**src/rtl/module_captura_entrada_if.sv**
```systemverilog
// rtl/module_captura_entrada_if.sv - switch/button inputs and captured Hamming operands
interface module_captura_entrada_if;
   logic [3:0] sw_dato_i;
   logic [6:0] sw_palabra_i;
   logic       btn_cargar_i;
   logic [3:0] entrada_o;
   logic [6:0] palabra_o;
   logic       valido_o;
   logic       cargado_o;

   modport master (
      output sw_dato_i, sw_palabra_i, btn_cargar_i,
      input  entrada_o, palabra_o, valido_o, cargado_o
   );

   modport slave (
      input  sw_dato_i, sw_palabra_i, btn_cargar_i,
      output entrada_o, palabra_o, valido_o, cargado_o
   );
endinterface

```
**src/rtl/module_captura_entrada.sv**
```systemverilog
// rtl/module_captura_entrada.sv - sync/debounce raw switches and button, capture one operand pair per press
module module_captura_entrada #(
   parameter int DEBOUNCE_CYCLES = 270000
) (
   input  logic                       clk,
   input  logic                       rst,
   module_captura_entrada_if.slave    bus
);
   localparam int CW = $clog2(DEBOUNCE_CYCLES + 1);
   localparam logic [CW-1:0] CNT_LAST = CW'(DEBOUNCE_CYCLES - 1);
   localparam int NB = 12;

   typedef enum logic {IDLE, ESPERA} state_t;

   // Bit map: [3:0] data, [10:4] codeword, [11] button
   logic [NB-1:0] raw;
   logic [NB-1:0] sync1_q, sync2_q, acc_q;
   logic [CW-1:0] cnt_q [NB];

   state_t     state_q, state_d;
   logic [3:0] entrada_q, entrada_d;
   logic [6:0] palabra_q, palabra_d;
   logic       valido_q, valido_d;
   logic       cargado_q, cargado_d;
   logic       btn_db;

   assign raw    = {bus.btn_cargar_i, bus.sw_palabra_i, bus.sw_dato_i};
   assign btn_db = acc_q[11];

   always_ff @(posedge clk or posedge rst) begin
      if (rst) begin
         sync1_q <= '0;
         sync2_q <= '0;
         acc_q   <= '0;
         for (int i = 0; i < NB; i++) cnt_q[i] <= '0;
      end else begin
         sync1_q <= raw;
         sync2_q <= sync1_q;
         // Any matching sample restarts the count, so bounces never accumulate
         for (int i = 0; i < NB; i++) begin
            if (sync2_q[i] == acc_q[i]) begin
               cnt_q[i] <= '0;
            end else if (cnt_q[i] == CNT_LAST) begin
               acc_q[i] <= sync2_q[i];
               cnt_q[i] <= '0;
            end else begin
               cnt_q[i] <= cnt_q[i] + CW'(1);
            end
         end
      end
   end

   always_ff @(posedge clk or posedge rst) begin
      if (rst) begin
         state_q   <= IDLE;
         entrada_q <= 4'h0;
         palabra_q <= 7'h00;
         valido_q  <= 1'b0;
         cargado_q <= 1'b0;
      end else begin
         state_q   <= state_d;
         entrada_q <= entrada_d;
         palabra_q <= palabra_d;
         valido_q  <= valido_d;
         cargado_q <= cargado_d;
      end
   end

   always_comb begin
      state_d   = state_q;
      entrada_d = entrada_q;
      palabra_d = palabra_q;
      valido_d  = 1'b0;
      cargado_d = cargado_q;
      case (state_q)
         IDLE: begin
            if (btn_db) begin
               entrada_d = acc_q[3:0];
               palabra_d = acc_q[10:4];
               valido_d  = 1'b1;
               cargado_d = 1'b1;
               state_d   = ESPERA;
            end
         end
         ESPERA: begin
            // Wait for a debounced release so a held button captures once
            if (!btn_db) state_d = IDLE;
         end
         default: state_d = IDLE;
      endcase
   end

   assign bus.entrada_o = entrada_q;
   assign bus.palabra_o = palabra_q;
   assign bus.valido_o  = valido_q;
   assign bus.cargado_o = cargado_q;
endmodule

```
**src/flat_wrapper.sv**
```systemverilog
// flat-port wrapper written by rule: the top's interface ports become plain ports
module module_captura_entrada_flat 
#(
   parameter int DEBOUNCE_CYCLES = 270000
)
  (clk, rst, bus_sw_dato_i, bus_sw_palabra_i, bus_btn_cargar_i, bus_entrada_o, bus_palabra_o, bus_valido_o, bus_cargado_o);
  module_captura_entrada_if bus_i ();
  input  logic clk;
  input  logic rst;
  input wire logic [$bits(bus_i.sw_dato_i)-1:0] bus_sw_dato_i;
  input wire logic [$bits(bus_i.sw_palabra_i)-1:0] bus_sw_palabra_i;
  input wire logic [$bits(bus_i.btn_cargar_i)-1:0] bus_btn_cargar_i;
  output wire logic [$bits(bus_i.entrada_o)-1:0] bus_entrada_o;
  output wire logic [$bits(bus_i.palabra_o)-1:0] bus_palabra_o;
  output wire logic [$bits(bus_i.valido_o)-1:0] bus_valido_o;
  output wire logic [$bits(bus_i.cargado_o)-1:0] bus_cargado_o;
  assign bus_i.sw_dato_i = bus_sw_dato_i;
  assign bus_i.sw_palabra_i = bus_sw_palabra_i;
  assign bus_i.btn_cargar_i = bus_btn_cargar_i;
  assign bus_entrada_o = bus_i.entrada_o;
  assign bus_palabra_o = bus_i.palabra_o;
  assign bus_valido_o = bus_i.valido_o;
  assign bus_cargado_o = bus_i.cargado_o;
  module_captura_entrada #(.DEBOUNCE_CYCLES(DEBOUNCE_CYCLES)) u_core (.clk(clk), .rst(rst), .bus(bus_i));
endmodule
```
**config.mk**
```make
export PLATFORM = sky130hd
export DESIGN_NAME = module_captura_entrada_flat
export DESIGN_NICKNAME = d
export VERILOG_FILES = /design/src/rtl/module_captura_entrada_if.sv /design/src/rtl/module_captura_entrada.sv /design/src/flat_wrapper.sv
export SDC_FILE = /design/constraint.sdc
export NUM_CORES = 1
export LEC_CHECK = 0
export ABC_AREA = 1
export CORE_MARGIN = 2
export CORE_UTILIZATION = 35
export DETAILED_ROUTE_END_ITERATION = 16
export GPL_ROUTABILITY_DRIVEN = 0
export PLACE_DENSITY = 0.51
export SYNTH_ARGS = -nofsm -noshare
export SYNTH_HDL_FRONTEND = slang
export SYNTH_SLANG_ARGS = --single-unit
```
**constraint.sdc**
```tcl
create_clock -name clk -period 8.2 [get_ports clk]
set_input_delay 0.82 -clock clk [delete_from_list [all_inputs] [get_ports clk]]
set_output_delay 0.82 -clock clk [all_outputs]
set_load 0.02 [all_outputs]
```
==> flow_summary_export.csv <==
group,metric,value,unit
placed_design,dp_hpwl,20000,µm
worst_setup_path,crit_arrival,3050,ps
synth,yosys_warnings,0,
worst_setup_path,path_class,"in2async",
drt,first_iter_violations,532,
global_routing,grt_max_degree,74,
die,rows,73,
layout,areaGrowthSynthToFinish,14.5,%
global_routing,first_global_vias,10808,
timing,rsz0062_at_grt,"no",
layout,drive_above_1_share,7.26,%
timing,hold_violations,0,
drt,final_antenna_net_count,0,
status,status,"finished clean",
timing,tns,0,ps
min_path,hold_depth,0,
cts,clk_pin_slew,60,ps
worst_setup_path,required,8770,ps
synth,synth_edf_count,0,
worst_setup_path,cp-start-kind,"input port",
cts,post-cts-setup-buffer-count,0,
synth,ys_seq_area_share,48.9,%
min_path,hp-class,"reg2reg",
synth,ys_ff_latch,278,
cts,clockBufferDepth,3,
die,start_util,35.6,%
synth,postSynthAreaPerCell,7.94,µm²
pwr,power,3070,µW
min_path,min_to,"u_core.sync2_q[1]",
synth,synthCells,1791,
drt,drc,0,
pwr,power.leakage,0.00745,µW
timing,hold_slack,343,ps
timing,maxSlewViolCount,0,
timing,skew,17.7,ps
worst_setup_path,cp-end-kind,"asynchronous set/reset pin",
synth,ys_types,28,
worst_setup_path,timing.rr.start,"u_core.acc_q[11]",
die,die_y,206,µm
die,pin_count,27,
global_routing,globalRouteOverflowTotal,0,
layout,final_design_area_no_fill,16300,µm²
global_routing,grt_pass1_wl,51200,µm
worst_setup_path,r2r_slack,6570,ps
placed_design,postPlaceCellArea,15100,µm²
die,fp.dieW,206,µm
synth,synth_nets,1817,
cts,ctsHoldBuffers,0,
cts,numCtsBuffers,34,
layout,antenna_cells,0,
drt,wl_per_cell,12.0,µm
drt,drtPass1Iterations,4,
die,dieArea,42300,µm²
synth,synthFlopType,"dfrtp_1",
global_routing,antenna_found_initial,0,
global_routing,grt_use_total,14.7,%
cts,cts-root-buf,"clkbuf_16",
min_path,min_from,"u_core.sync1_q[1]",
timing,finalCritPeriodShare,30.3,%
timing,max_slew_margin,38.2,%
timing,fmax,0.403,GHz
drt,vias,10720,
timing,worstMarginPinSlew,926,ps
flow_run,maxCapViolCount,0,
die,core-area,39900,µm²
synth,synth_area,14200,µm²
pwr,ir_drop,0.121,mV
timing,min_period,2480,ps
layout,nNetsFinal,1875,
drt,drt_wl_total,28800,µm
worst_setup_path,timing.rr.end,"u_core.bus.entrada_o[0]",
cts,clock_latency,530,ps
placed_design,portBuffers,26,
cts,htree_levels,2,
drt,drt-vias-per-instance,4.47,
timing,timing.final.setup_violations,0,
cts,cts_resized,0,
worst_setup_path,worstPathMaxFanout,73,
synth,async_flop_share,100,%
cts,cts_sinks,278,
worst_setup_path,r2r_cells,5,
cts,cts_tree,"built",
pwr,powerDensity,189,nW/µm²
[report_power, final]
group	internal [µW]	total, µW	leakage (µW)	switching [µW]
registers	1390	1410	0.00380	13.4
logic	23.2	86.3	0.00306	63.1
clock network	996	1580	0.000595	586
[kinds of logic after synthesis]
kind of cell,synth area share (%)
fa+ha+maj,1.06
buf+inv,6.40
compound gates,2.32
simple gates,32.9
flops,48.9
xor+xnor,8.44
[per-layer routing]
layer / part of all wire (%) / wire (µm) / track usage [%]
met2: 46 / 13200 / 24.0
met5: 0 / 0 / 0
met3: 3.1 / 888 / 2.60
met4: 2.5 / 709 / 5.42
met1: 49 / 14000 / 19.4
[cell usage in the layout, fill, tap and decap left out, types with 7 or more instances in the layout]
cell type and instances:
xnor2_1 45, nand3b_1 10, clkbuf_16 37, nor2_4 16, a21oi_1 26, nand4_1 25, nand2_2 20, nand2_1 374
clkinv_2 9, nor2_1 435, nor3_1 16, clkdlybuf4s50_1 26, xor2_1 92, ha_1 12, o21bai_1 14, o21ai_0 17
nand3_1 138, inv_1 212, dfrtp_1 278, nor2_2 21, nand3_2 7, nor3b_1 12
[synthesized netlist by cell type (10+ instances only)]
cell	instances	area, µm²
nand2_1	374	1400
o21bai_1	14	105
nand4_1	25	156
a21oi_1	26	130
nor3_1	16	80.1
nor2_2	20	125
nand3b_1	10	75.1
xor2_1	92	806
xnor2_1	45	394
nor2_1	436	1640
o21ai_0	17	85.1
nor3b_1	12	90.1
nand2_2	20	125
dfrtp_1	278	6960
nand3_1	138	691
nor2_4	16	180
ha_1	12	150
inv_1	213	800
[sequential cells by signal, summed over array words and instances (netlist names)]
register	cells
u_core.cnt_q	228
u_core.acc_q	12
u_core.sync1_q	12
u_core.sync2_q	12
u_core.bus.palabra_o	7
u_core.bus.entrada_o	4
u_core.bus.cargado_o	1
u_core.bus.valido_o	1
u_core.state_q	1
[worst max-delay path, stage by stage]
cell and delay [ps]:
clkdlybuf4s50_1 440, clkinvlp_4 220, buf_4 770, buf_4 760
[metrics by stage]
stage                     std cells  util, %  setup WS, ps
after global placement         2338     37.8          4980
final                          2398     40.8          5720
after floorplan                1791        -          3700
after detailed placement       2338     37.8          4990
after global routing           2398     40.8          5310
after CTS                      2398     40.8          5540
[cell type report]
type                            count  area, µm²
Timing Repair Buffer               31        298
Tap cell                          525        657
Clock buffer                       46       1020
Sequential cell                   278       6960
Fill cell                        4061      23600
Inverter                          218        827
Multi-Input combinational cell   1286       6360
Clock inverter                     14        173
[worst max path at each step]
| stage | start | endpoint | slack [ps] |
|---|---|---|---|
| floorplan | rst | u_core.acc_q[0] | 3700 |
| global placement | rst | u_core.bus.entrada_o[0] | 4980 |
| detailed placement | rst | u_core.cnt_q[211] | 4990 |
| CTS | rst | u_core.cnt_q[211] | 5540 |
| global route | rst | u_core.sync1_q[5] | 5310 |
| finish | rst | u_core.cnt_q[126] | 5720 |
(Power assumes the default switching activity.)
==> RTL change 1: new RTL, same settings <==
`DEBOUNCE_CYCLES` is set to 270000 in 2 places; all go to 1080000.
--- a/src/rtl/module_captura_entrada.sv
+++ b/src/rtl/module_captura_entrada.sv
@@ -1,6 +1,6 @@
 // rtl/module_captura_entrada.sv - sync/debounce raw switches and button, capture one operand pair per press
 module module_captura_entrada #(
-   parameter int DEBOUNCE_CYCLES = 270000
+   parameter int DEBOUNCE_CYCLES = 1080000
 ) (
    input  logic                       clk,
    input  logic                       rst,
--- a/src/flat_wrapper.sv
+++ b/src/flat_wrapper.sv
@@ -1,7 +1,7 @@
 // flat-port wrapper written by rule: the top's interface ports become plain ports
 module module_captura_entrada_flat 
 #(
-   parameter int DEBOUNCE_CYCLES = 270000
+   parameter int DEBOUNCE_CYCLES = 1080000
 )
   (clk, rst, bus_sw_dato_i, bus_sw_palabra_i, bus_btn_cargar_i, bus_entrada_o, bus_palabra_o, bus_valido_o, bus_cargado_o);
   module_captura_entrada_if bus_i ();
Check against the original RTL: same outputs for any inputs over 10 cycles, from zero or initial values and one cycle with rst high; that may be too few to reach the edited logic, so the function may still have changed.
==> RTL change 1 against the original RTL <==
Design area is 12% higher; non-clock buffer count is 2 lower; wire length is 19% higher; worst setup slack better by 0.12 ns; total power is 8.5% higher; critical path depth is 3 lower; count of clock-buffer cells in the layout is 4 higher; area after synthesis is 12% higher; utilization is 0.34 points lower; sequential cell count is 24 higher; critical path type is now flop to output port; critical endpoint is now bus_entrada_o[0]; largest cell class is now multi-input combinational cells.
==> RTL change 1: results (changes against the original RTL) <==
outcome: finished clean
drt first pass iters: 6 (+2)
Hold Slack: 0.3464 ns (+0.003175 ns)
vias in the first global route: 12,410 (+15%)
slack of the worst reg-to-reg path: 6.32 ns (-0.25 ns)
starting DRC count in detailed routing: 668 (+26%)
PortBufs: 26 (unchanged)
worst-case clock skew: 0.01349 ns (-0.004170 ns)
routed wirelength normalized by instance count: 12.62 microns (+5.1%)
Post-Place Cells: 2,655 (+14%)
wire length on met3: 1042 microns (+17%)
wire length of the first global-routing pass: 59,370 microns (+16%)
buffer cell driving the clock tree root: sky130_fd_sc_hd__clkbuf_16
met1 track demand over resource in global routing: 20.31% (+0.93 points)
total internal power: 2.605 mW (+8.0%)
async set-or-reset flop fraction in the synthesized netlist: 100.0% (unchanged)
# diodes: 0 (unchanged)
most numerous cell types in the synthesized netlist: sky130_fd_sc_hd__nor2_1 (496), sky130_fd_sc_hd__nand2_1 (415), sky130_fd_sc_hd__dfrtp_1 (302)
Critical Path Max Stage Delay: 0.62 ns (-0.15 ns)
max reg flops: 252 (+11%)
total setup buffers inserted after CTS: 0 (unchanged)
largest delay contributor family on the critical path: buffers and inverters
TritonCTS Buffers: 37 (+8.8%)
highest fanout seen on the critical path: 2 (-97%)
top cells by area, synth: sky130_fd_sc_hd__dfrtp_1 (47%), sky130_fd_sc_hd__nor2_1 (12%), sky130_fd_sc_hd__nand2_1 (9.8%)
average via count per standard cell: 4.601 (+2.9%)
met3 Resource Use GR: 2.218% (-0.38 points)
switching pwr: 730.8 uW (+10%)
leakage power: 7.560 nW (+1.4%)
Seq/Total Area, Yosys: 47.36% (-1.6 points)
total global-route track usage: 15.02% (+0.36 points)
routed length on met1: 17,130 microns (+22%)
Comb pwr share: 3.1% (+0.3 points)
final-layout fill cell count: 4,564 (+12%)
top register by number of flip-flops: u_core.cnt_q
share of layout cells above drive strength 1: 9.189% (+1.9 points)
placed wire-length estimate: 24,120 microns (+20%)
Global Route met2 Usage: 24.90% (+0.88 points)
worst-path cell with the longest stage delay: sky130_fd_sc_hd__clkdlybuf4s50_1
portion of the clock cycle consumed by the worst path in the final layout: 28.83% (-1.5 points)
pin count of the biggest net entering global routing: 153 (+110%)
final wirelength: 34,350 microns (+19%)
data arrival time of the critical path: 1.54 ns (-1.51 ns)
predominant post-synthesis flop cell: sky130_fd_sc_hd__dfrtp_1
met2 routed WL: 15,530 microns (+18%)
post-placement setup slack: 5.367 ns (+0.3822 ns)
dpl cell area: 0.01701 sq mm (+13%)
relative slew slack: 30.05% (-8.2 points)
clock transition at the registers of the reported paths: 0.06 ns (about the same)
power in sequential cells: 1.53 mW (+9%)
Hold WC Path Type: flop to flop
post-synthesis cell count: 2,029 (+13%)
count of distinct cell types in the synthesized netlist: 28 (unchanged)
IR Drop Worst-Case VDD: 0.0001611 V (+33%)
Max clock buf depth: 3 (unchanged)
syn_nets: 2,055 (+13%)
RTL change 1: worst reg2reg max path, cell delays in order (launching register included):
cell and delay [ns]:
sky130_fd_sc_hd__dfrtp_1 0.40, sky130_fd_sc_hd__xnor2_1 0.84, sky130_fd_sc_hd__inv_1 0.20, sky130_fd_sc_hd__nand2_2 0.25, sky130_fd_sc_hd__nor2_1 0.07
RTL change 1: cell families after synthesis:
group | Yosys count | share of synthesized area (%)
adder cells (fa/ha/maj) | 12 | 0.9409
flip-flops | 302 | 47.36
XOR/XNOR | 147 | 8.586
AND/OR/NAND/NOR | 1281 | 35.57
buffers and inverters | 219 | 5.160
AO/OA/AOI/OAI | 68 | 2.384
RTL change 1: final cells by class:
cell class	count	area (sq um)	share of cell area, %
Clock buffer	50	1057	5.781
Tap cell	600	750.7	4.105
Timing Repair Buffer	29	307.8	1.683
Sequential cell	302	7557	41.32
Clock inverter	17	221.5	1.211
Multi-Input combinational cell	1508	7579	41.44
Inverter	216	814.5	4.454
RTL change 1: final timing paths:
check	cells past startpoint	startpoint	to
min reg2reg	0	u_core.sync1_q[6]$_DFF_PP0_	u_core.sync2_q[6]$_DFF_PP0_
min	0	u_core.sync1_q[6]$_DFF_PP0_	u_core.sync2_q[6]$_DFF_PP0_
min in group asynchronous	2	rst	u_core.cnt_q[247]$_DFF_PP0_
max reg2reg	4	u_core.acc_q[3]$_DFFE_PP0P_	u_core.cnt_q[179]$_DFF_PP0_
max in group asynchronous	3	rst	u_core.cnt_q[141]$_DFF_PP0_
max	1	u_core.bus.entrada_o[0]$_DFFE_PP0P_	bus_entrada_o[0]
==> RTL change 2: new RTL, same settings <==
Made on the original files. Make the reset (`rst`) synchronous in 2 clocked blocks.
--- a/src/rtl/module_captura_entrada.sv
+++ b/src/rtl/module_captura_entrada.sv
@@ -27,7 +27,7 @@
    assign raw    = {bus.btn_cargar_i, bus.sw_palabra_i, bus.sw_dato_i};
    assign btn_db = acc_q[11];
 
-   always_ff @(posedge clk or posedge rst) begin
+   always_ff @(posedge clk) begin
       if (rst) begin
          sync1_q <= '0;
          sync2_q <= '0;
@@ -50,7 +50,7 @@
       end
    end
 
-   always_ff @(posedge clk or posedge rst) begin
+   always_ff @(posedge clk) begin
       if (rst) begin
          state_q   <= IDLE;
          entrada_q <= 4'h0;
Function: no difference found for any inputs over 10 cycles, from zero or initial values and one cycle with rst high; that may be too few to reach the edited logic, so the function may still have changed.
==> RTL change 2 against the original RTL <==
Design area is 13% higher; sequential cell count did not move; clock skew up 0.0037 ns; area after synthesis rose by 8.8%; worst setup slack improved by 0.081 ns; count of clock-buffer cells in the layout up 1; total power grew 7.0%; wire length rose by 9.7%; non-clock buffer count is 2 lower; largest power group is now sequential cells; highest routed layer unchanged.
==> RTL change 2: results (changes against the original RTL) <==
outcome: finished clean
worst-case clock skew: 0.02132 ns (+0.003663 ns)
Max clock buf depth: 3 (unchanged)
startpoint of the worst-slack reg-to-reg timing path: u_core.cnt_q[0][0]$_SDFFCE_PN0P_
share of layout cells above drive strength 1: 5.266% (-2.0 points)
worst-path cell with the longest stage delay: sky130_fd_sc_hd__clkdlybuf4s50_1
most common cell in the netlist: sky130_fd_sc_hd__nor2_1
async set-or-reset flop fraction in the synthesized netlist: 0% (-100 points)
startpoint types: flop
placed wire-length estimate: 23,280 microns (+16%)
Worst-Skew Late Latency: 0.53 ns (about the same)
predominant post-synthesis flop cell: sky130_fd_sc_hd__edfxtp_1
most numerous cell types in the synthesized netlist: sky130_fd_sc_hd__nor2_1 (477), sky130_fd_sc_hd__nand2_1 (453), sky130_fd_sc_hd__edfxtp_1 (228)
number of H-tree levels: 2 (unchanged)
starting DRC count in detailed routing: 650 (+22%)
top register by number of flip-flops: u_core.cnt_q
TritonCTS Buffers: 35 (+2.9%)
leakage power: 6.969 nW (-6.5%)
largest delay contributor family on the critical path: buffers and inverters
buffer cell driving the clock tree root: sky130_fd_sc_hd__clkbuf_16
final wirelength: 31,580 microns (+9.7%)
depth of the worst register-to-register path: 6 (+1)
PortBufs: 26 (unchanged)
routed vias: 12,480 (+16%)
highest fanout seen on the critical path: 2 (-97%)
critical hold path startpoint: u_core.sync1_q[6]$_SDFF_PP0_
count of distinct cell types in the synthesized netlist: 34 (+21%)
switching pwr: 741.4 uW (+12%)
slack of the worst reg-to-reg path: 6.09 ns (-0.48 ns)
cell depth of the worst hold path: 2 (+2)
pin count of the biggest net entering global routing: 31 (-58%)
IR Drop Worst-Case VDD: 0.0001245 V (+2.7%)
top cells by area, synth: sky130_fd_sc_hd__edfxtp_1 (44%), sky130_fd_sc_hd__nor2_1 (12%), sky130_fd_sc_hd__nand2_1 (11%)
Post-synth EDFFs: 228 (+228)
end of the worst hold path: u_core.sync2_q[6]$_SDFF_PP0_
data arrival time of the critical path: 1.58 ns (-1.47 ns)
pin slew with the least headroom to its limit: 0.6707 ns (-0.2556 ns)
hold_buf cts: 0 (unchanged)
Seq/Total Area, Yosys: 50.70% (+1.8 points)
Worst setup startpoint: u_core.bus.entrada_o[0]$_SDFFE_PP0P_
Critical Path Max Stage Delay: 0.64 ns (-0.13 ns)
Synthesis Warnings: 0 (unchanged)
Hold WC Path Type: flop to flop
drt first pass iters: 5 (+1)
worst r2r dst: u_core.cnt_q[0][18]$_SDFFCE_PN0P_
# resized after CTS: 0 (unchanged)
total global-route track usage: 14.18% (-0.48 points)
wire length of the first global-routing pass: 55,370 microns (+8.2%)
final-layout fill cell count: 4,612 (+14%)
number of nets in the final layout: 2,242 (+20%)
[RTL change 2: area by class of cell]
type / count / area (sq um) / area share [%]
Timing Repair Buffer: 29 / 277.8 / 1.515
Multi-Input combinational cell: 1673 / 7592 / 41.41
Inverter: 199 / 747.0 / 4.074
Sequential cell: 278 / 7848 / 42.80
Clock inverter: 15 / 125.1 / 0.6825
Clock buffer: 47 / 1003 / 5.473
Tap cell: 592 / 740.7 / 4.040
[RTL change 2: worst max-delay path by stage]
| stage | to | slack, ns | cells past startpoint |
|---|---|---|---|
| 6_report | bus_entrada_o[0] | 5.80 | 1 |
| 2_1_floorplan | u_core.cnt_q[2][10]$_SDFFCE_PN0P_ | 6.42 | 7 |
| 4_1_cts | bus_entrada_o[3] | 5.75 | 1 |
| 5_1_grt | bus_entrada_o[3] | 5.73 | 1 |
| 3_3_place_gp | u_core.cnt_q[4][21]$_SDFFCE_PN0P_ | 5.55 | 8 |
| 3_5_place_dp | u_core.cnt_q[3][13]$_SDFFCE_PN0P_ | 5.43 | 8 |
[RTL change 2: logic make-up after synthesis]
| logic type | Yosys count | synth area share, % |
|---|---|---|
| AOI/OAI and AO/OA | 173 | 5.852 |
| xor gates and xnor gates | 94 | 5.319 |
| adders and majority gates | 12 | 0.9700 |
| buffers and inverters | 218 | 5.772 |
| DFF | 278 | 50.70 |
| other | 1 | 0.02423 |
| and+or+nand+nor | 1166 | 31.36 |
[RTL change 2: routing by layer]
metal / routed length, microns / global-route usage, % / up-vias
li1: - / - / 6649
met5: 0 / 0 / -
met2: 14200 / 23.53 / 132
met4: 619 / 3.843 / 0
met3: 1174 / 3.035 / 45
met1: 15590 / 18.74 / 5657
[RTL change 2: metrics by stage]
stage                     setup WS, ns  area (sq um)  util [%]  hold WS [ns]  std cells
after floorplan                  6.415         16330         -        0.3883       2169
after global placement           5.545         17210     39.16        0.3946       2771
after detailed placement         5.430         17210     39.16        0.3966       2771
after CTS                        5.752         18330     41.73        0.4061       2833
after global routing             5.732         18330     41.73        0.4213       2833
final                            5.796         18330     41.73        0.4022       2833
[RTL change 2: worst reg2reg max path: stages (launching register included)]
cell and delay (ns):
sky130_fd_sc_hd__edfxtp_1 0.46, sky130_fd_sc_hd__ha_1 0.30, sky130_fd_sc_hd__nand3_2 0.14, sky130_fd_sc_hd__nor2_2 0.15, sky130_fd_sc_hd__nand3_2 0.12, sky130_fd_sc_hd__o21ai_4 0.55
sky130_fd_sc_hd__a21oi_1 0.11
[RTL change 2: power groups by stage]
stage / logic (mW) / registers [mW] / clock network [mW]
4_1_cts: 0.133 / 1.64 / 1.58
3_5_place_dp: 0.132 / 1.67 / 0
5_1_grt: 0.160 / 1.65 / 1.63
6_report: 0.134 / 1.64 / 1.52
3_3_place_gp: 0.131 / 1.67 / 0
2_1_floorplan: 0.108 / 1.65 / 0
